`src/rtl/image_framer.sv`:
```
// Binarizes a raster pixel stream into a LENGTH x WIDTH image.
// Publishes each completed frame with a one-cycle init_out pulse.
module image_framer #(
    parameter int LENGTH = 32,
    parameter int WIDTH  = 32,
    parameter int PIX_W  = 8
) (
    input  logic                           clk,
    input  logic                           rst,
    input  logic                           pix_valid,
    output logic                           pix_ready,
    input  logic [PIX_W-1:0]               pix_data,
    input  logic                           pix_sof,
    input  logic [PIX_W-1:0]               threshold,
    output logic [LENGTH-1:0][WIDTH-1:0]   image,
    output logic                           init_out,
    output logic                           frame_err,
    output logic [15:0]                    frame_count,
    output logic                           busy
);

    localparam int RW = (LENGTH > 1) ? $clog2(LENGTH) : 1;
    localparam int CW = (WIDTH > 1) ? $clog2(WIDTH) : 1;

    typedef enum logic [1:0] {IDLE, FILL, DONE} state_t;

    state_t                       state;
    logic [LENGTH-1:0][WIDTH-1:0] fill;
    logic [RW-1:0]                row;
    logic [CW-1:0]                col;
    logic [PIX_W-1:0]             thr_q;

    logic             accept;
    logic             wr_en;
    logic             last;
    logic             pix_bit;
    logic [PIX_W-1:0] thr_use;
    logic [RW-1:0]    wr_r;
    logic [RW-1:0]    nxt_r;
    logic [CW-1:0]    wr_c;
    logic [CW-1:0]    nxt_c;

    assign pix_ready = (state != DONE);
    assign busy      = (state == FILL);

    // An SOF pixel always lands at [0][0] and uses the fresh threshold.
    always_comb begin
        accept  = pix_valid && pix_ready;
        wr_en   = accept && (pix_sof || state == FILL);
        thr_use = pix_sof ? threshold : thr_q;
        pix_bit = (pix_data >= thr_use);
        wr_r    = pix_sof ? '0 : row;
        wr_c    = pix_sof ? '0 : col;
        last    = (wr_r == RW'(LENGTH - 1)) && (wr_c == CW'(WIDTH - 1));
        nxt_r   = wr_r;
        nxt_c   = wr_c + 1'b1;
        if (wr_c == CW'(WIDTH - 1)) begin
            nxt_c = '0;
            nxt_r = wr_r + 1'b1;
        end
    end

    always_ff @(posedge clk or negedge rst) begin
        if (!rst) begin
            state       <= IDLE;
            fill        <= '0;
            image       <= '0;
            row         <= '0;
            col         <= '0;
            thr_q       <= '0;
            init_out    <= 1'b0;
            frame_err   <= 1'b0;
            frame_count <= '0;
        end else begin
            init_out  <= 1'b0;
            frame_err <= 1'b0;
            if (wr_en) begin
                fill[wr_r][wr_c] <= pix_bit;
                if (pix_sof) thr_q <= threshold;
                if (last) begin
                    state <= DONE;
                    row   <= '0;
                    col   <= '0;
                end else begin
                    state <= FILL;
                    row   <= nxt_r;
                    col   <= nxt_c;
                end
            end
            if (state == FILL && accept && pix_sof) frame_err <= 1'b1;
            if (state == DONE) begin
                image       <= fill;
                init_out    <= 1'b1;
                frame_count <= frame_count + 16'd1;
                state       <= IDLE;
            end
        end
    end

endmodule

```
`config.mk`:
```
export PLATFORM = sky130hd
export DESIGN_NAME = image_framer
export DESIGN_NICKNAME = d
export VERILOG_FILES = /design/src/rtl/image_framer.sv
export SDC_FILE = /design/constraint.sdc
export NUM_CORES = 2
export LEC_CHECK = 0
export CAP_MARGIN = 10
export CORE_AREA = 5 5 412 414
export CTS_CLUSTER_DIAMETER = 60
export CTS_CLUSTER_SIZE = 8
export DETAILED_ROUTE_END_ITERATION = 8
export DIE_AREA = 0 0 417 419
export GPL_TIMING_DRIVEN = 0
export PLACE_DENSITY = 0.72
export RECOVER_POWER = 25
export SYNTH_ARGS = -nofsm -noshare
export SYNTH_HDL_FRONTEND = slang
export SYNTH_SLANG_ARGS = --single-unit
export TNS_END_PERCENT = 20
```
`constraint.sdc`:
```
create_clock -name clk -period 2.37 [get_ports clk]
set_input_delay 0.237 -clock clk [delete_from_list [all_inputs] [get_ports clk]]
set_output_delay 0.237 -clock clk [all_outputs]
set_load 0.01 [all_outputs]
```
==> impl_metrics.ini <==
[sta]
maxSlewViolCount = 349
timing_hold_violations_final = 280
fin_crit_sh = 1.144
worst_pin_slew_ns = 2.612
rsz0062_at_grt = true
max_slew_margin = -0.7412
hold_slack_ns = -0.4445
fmax_ghz = 0.3690
fin_crit_ns = 2.710
setup_viol = 1384
skew_ns = 0.07358
setup_ws_ns = -0.3402

[cells_and_area]
drive_above_1_share = 0.1289
fin_nets = 9883
final_core_util = 0.6648
layout_common_cells = nand2_1 (3093), dfrtp_1 (2085), clkdlybuf4s50_1 (1058)
final_common_cell = nand2_1
n_fill_cell = 12610
synthToLayoutAreaGrowth_pct = 37.54

[clock_tree]
htreeDepth = 5
numCtsBuffers = 311
clockRootBuffer = clkbuf_16
path_clk_slew_ns = 0.06
clk_latency_ns = 0.94
clock-sinks = 2086
cts_tree = built
cts.path.max_buffers = 4

[route]
drc = 0
drtPass1Iterations = 8
ant_nets = 0
drtIter0Drc = 10270
finalWirelength_um = 376400
viasPerCell = 6.302
vias = 76050
wire_per_inst_um = 31.19

[placed_design]
io_buffers = 1062
place_congestion = 0.9927
dp_hpwl_um = 258700

[floorplanning]
row_count = 150
initial_core_util = 0.4834
die_h_um = 419
coreArea_um2 = 165900
die-width_um = 417
io_pins = 1064
die_area_um2 = 174700

[yosys]
synth-async-reset-ratio = 1.000
syn_inst = 8227
avgSynthCellArea_um2 = 9.748
ys_seq_area_frac = 0.6509
ys_warn_count = 0
synthesis.nets = 8266
synth_ff_type = dfrtp_1
synth_cell_types = 51
synth_edf_count = 0
syn-cell-area_um2 = 80200
yosys_register_bits = 2086

[global_routing]
grt_pass1_wl_um = 510200
globalRouteTotalUtil = 0.4030
grt_max_degree = 188
first_global_vias = 73270
antenna_found_initial = 10
grt-ovfl-total = 0

[critical_path]
cp-end-kind = register
crit_type = reg2reg
crit_fanout = 10
critPathArrivalTime_ns = 3.48
critPathLaunchType = register
cp.required_ns = 3.14

[power_and_ir_drop]
peakVddDrop_mv = 0.7828
p_leak_nw = 54.25
powerDensity_nw_per_um2 = 754.3

[run]
cap_violations = 3

[outcome]
violations = negative hold slack, max-capacitance violations, max-slew violations, negative setup slack
status = finished with violations

[min_path]
hold_path_class = in2async
==> worst max-delay path, stage by stage (launching register included) <==
cell and delay (ns):
dfrtp_2 0.47, or4b_1 0.54, buf_2 0.27, nor2_4 0.42
clkbuf_1 0.64, a31oi_1 0.24
==> per-stage QoR <==
step	area [µm²]	setup TNS (ns)	total power [mW]	cells	worst slack, ns
floorplan	80550	-14.28	38.53	8227	-0.05143
global placement	93940	-	40.45	11490	-91.02
detailed placement	94550	-3522.34	40.98	11520	-2.332
CTS	105800	-189.17	80.29	11950	-0.2360
global route	110300	-307.89	84.72	12070	-0.3463
finish	110300	-196.86	83.20	12070	-0.3402
==> registers in the layout (all words and copies together) (netlist names) <==
signal       cells
col              5
image         1024
init_out         1
frame_err        1
row              5
fill          1024
frame_count     16
state            2
thr_q            8
==> synth_stat cells (2+ instances only) <==
cell type	count	area (µm²)
and4_1	2	17.52
buf_4	3	22.52
and2_1	13	81.33
nor4b_1	5	43.79
nor2_2	3	18.77
inv_1	11	41.29
nand3b_1	8	60.06
buf_1	94	352.8
mux2i_1	7	70.07
nor3b_1	2	15.01
o32ai_2	4	65.06
or2_2	2	12.51
o21ai_0	19	95.09
nor2b_1	5	31.28
nand3_1	5	25.02
nor3_1	2	10.01
nand2b_1	11	68.82
nand2_1	3097	11620
mux2_2	4	45.04
buf_2	147	735.7
o2bb2ai_1	2	17.52
nand4b_1	3	26.28
dfrtp_1	2086	52200
nor2_1	19	71.32
a31oi_1	1025	6412
clkbuf_1	523	1963
a21oi_1	1029	5150
nor3_2	24	240.2
xor2_1	4	35.03
xnor2_1	12	105.1
o21a_1	5	37.54
a32o_1	3	30.03
o31ai_1	5	37.54
ha_1	19	237.7
nand4_1	8	50.05
==> final timing paths <==
check,end,start,depth (start not counted),slack (ns)
worst max register to register,fill[143]$_DFFE_PN0P_,state[1]$_DFFE_PN0P_,5,-0.34
worst min register to register,image[835]$_DFFE_PN0P_,fill[835]$_DFFE_PN0P_,2,0.42
max in group asynchronous,fill[933]$_DFFE_PN0P_,rst,7,0.22
min in group clk,thr_q[7]$_DFFE_PN0P_,threshold[7],3,0.06
worst min-delay path,image[679]$_DFFE_PN0P_,rst,4,-0.44
worst max-delay path,fill[143]$_DFFE_PN0P_,state[1]$_DFFE_PN0P_,5,-0.34
==> what timing repair did <==
item,CTS,global route
endpoints found under the hold margin,266,474
cloned,23,67
pin swaps,23,21
hold buffers,1,10
buffers inserted,73,45
setup endpoints to repair,2483,2160
resized for setup,588,506
==> report_power, final <==
group | switching (mW) | internal, mW
logic | 5.07 | 3.52
registers | 0.128 | 35.8
clock network | 15.2 | 23.4
total | 20.4 | 62.8
==> logic make-up after synthesis <==
group | Yosys count | share of synthesized area
adders and majority gates | 19 | 0.002964
buffers and inverters | 779 | 0.03889
muxes | 11 | 0.001435
and+or+nand+nor | 3217 | 0.1557
xor gates and xnor gates | 16 | 0.001747
AOI/OAI and AO/OA | 2099 | 0.1484
DFF | 2086 | 0.6509
==> metal layers <==
layer,GRT usage,part of all wire,vias to the layer above,wire (µm)
li1,-,-,30860,-
met1,0.4861,0.34,37740,127600
met2,0.5929,0.43,5841,162300
met3,0.1236,0.12,1599,45760
met4,0.3388,0.11,12,40520
met5,0.008336,0.00050,-,189
==> layout make-up <==
cell class                      instances  area, µm²  share of cell area
Timing Repair Buffer                 1307      14880              0.1349
Inverter                               12      47.55           0.0004310
Multi-Input combinational cell       5362      27190              0.2465
Antenna cell                            6      15.01           0.0001361
Clock buffer                          324       7990             0.07244
Clock inverter                          4      38.79           0.0003516
Sequential cell                      2086      52200              0.4732
Tap cell                             2204       2758             0.02500
Buffer                                764       5186             0.04702
Power figures use the tool's default switching activity.
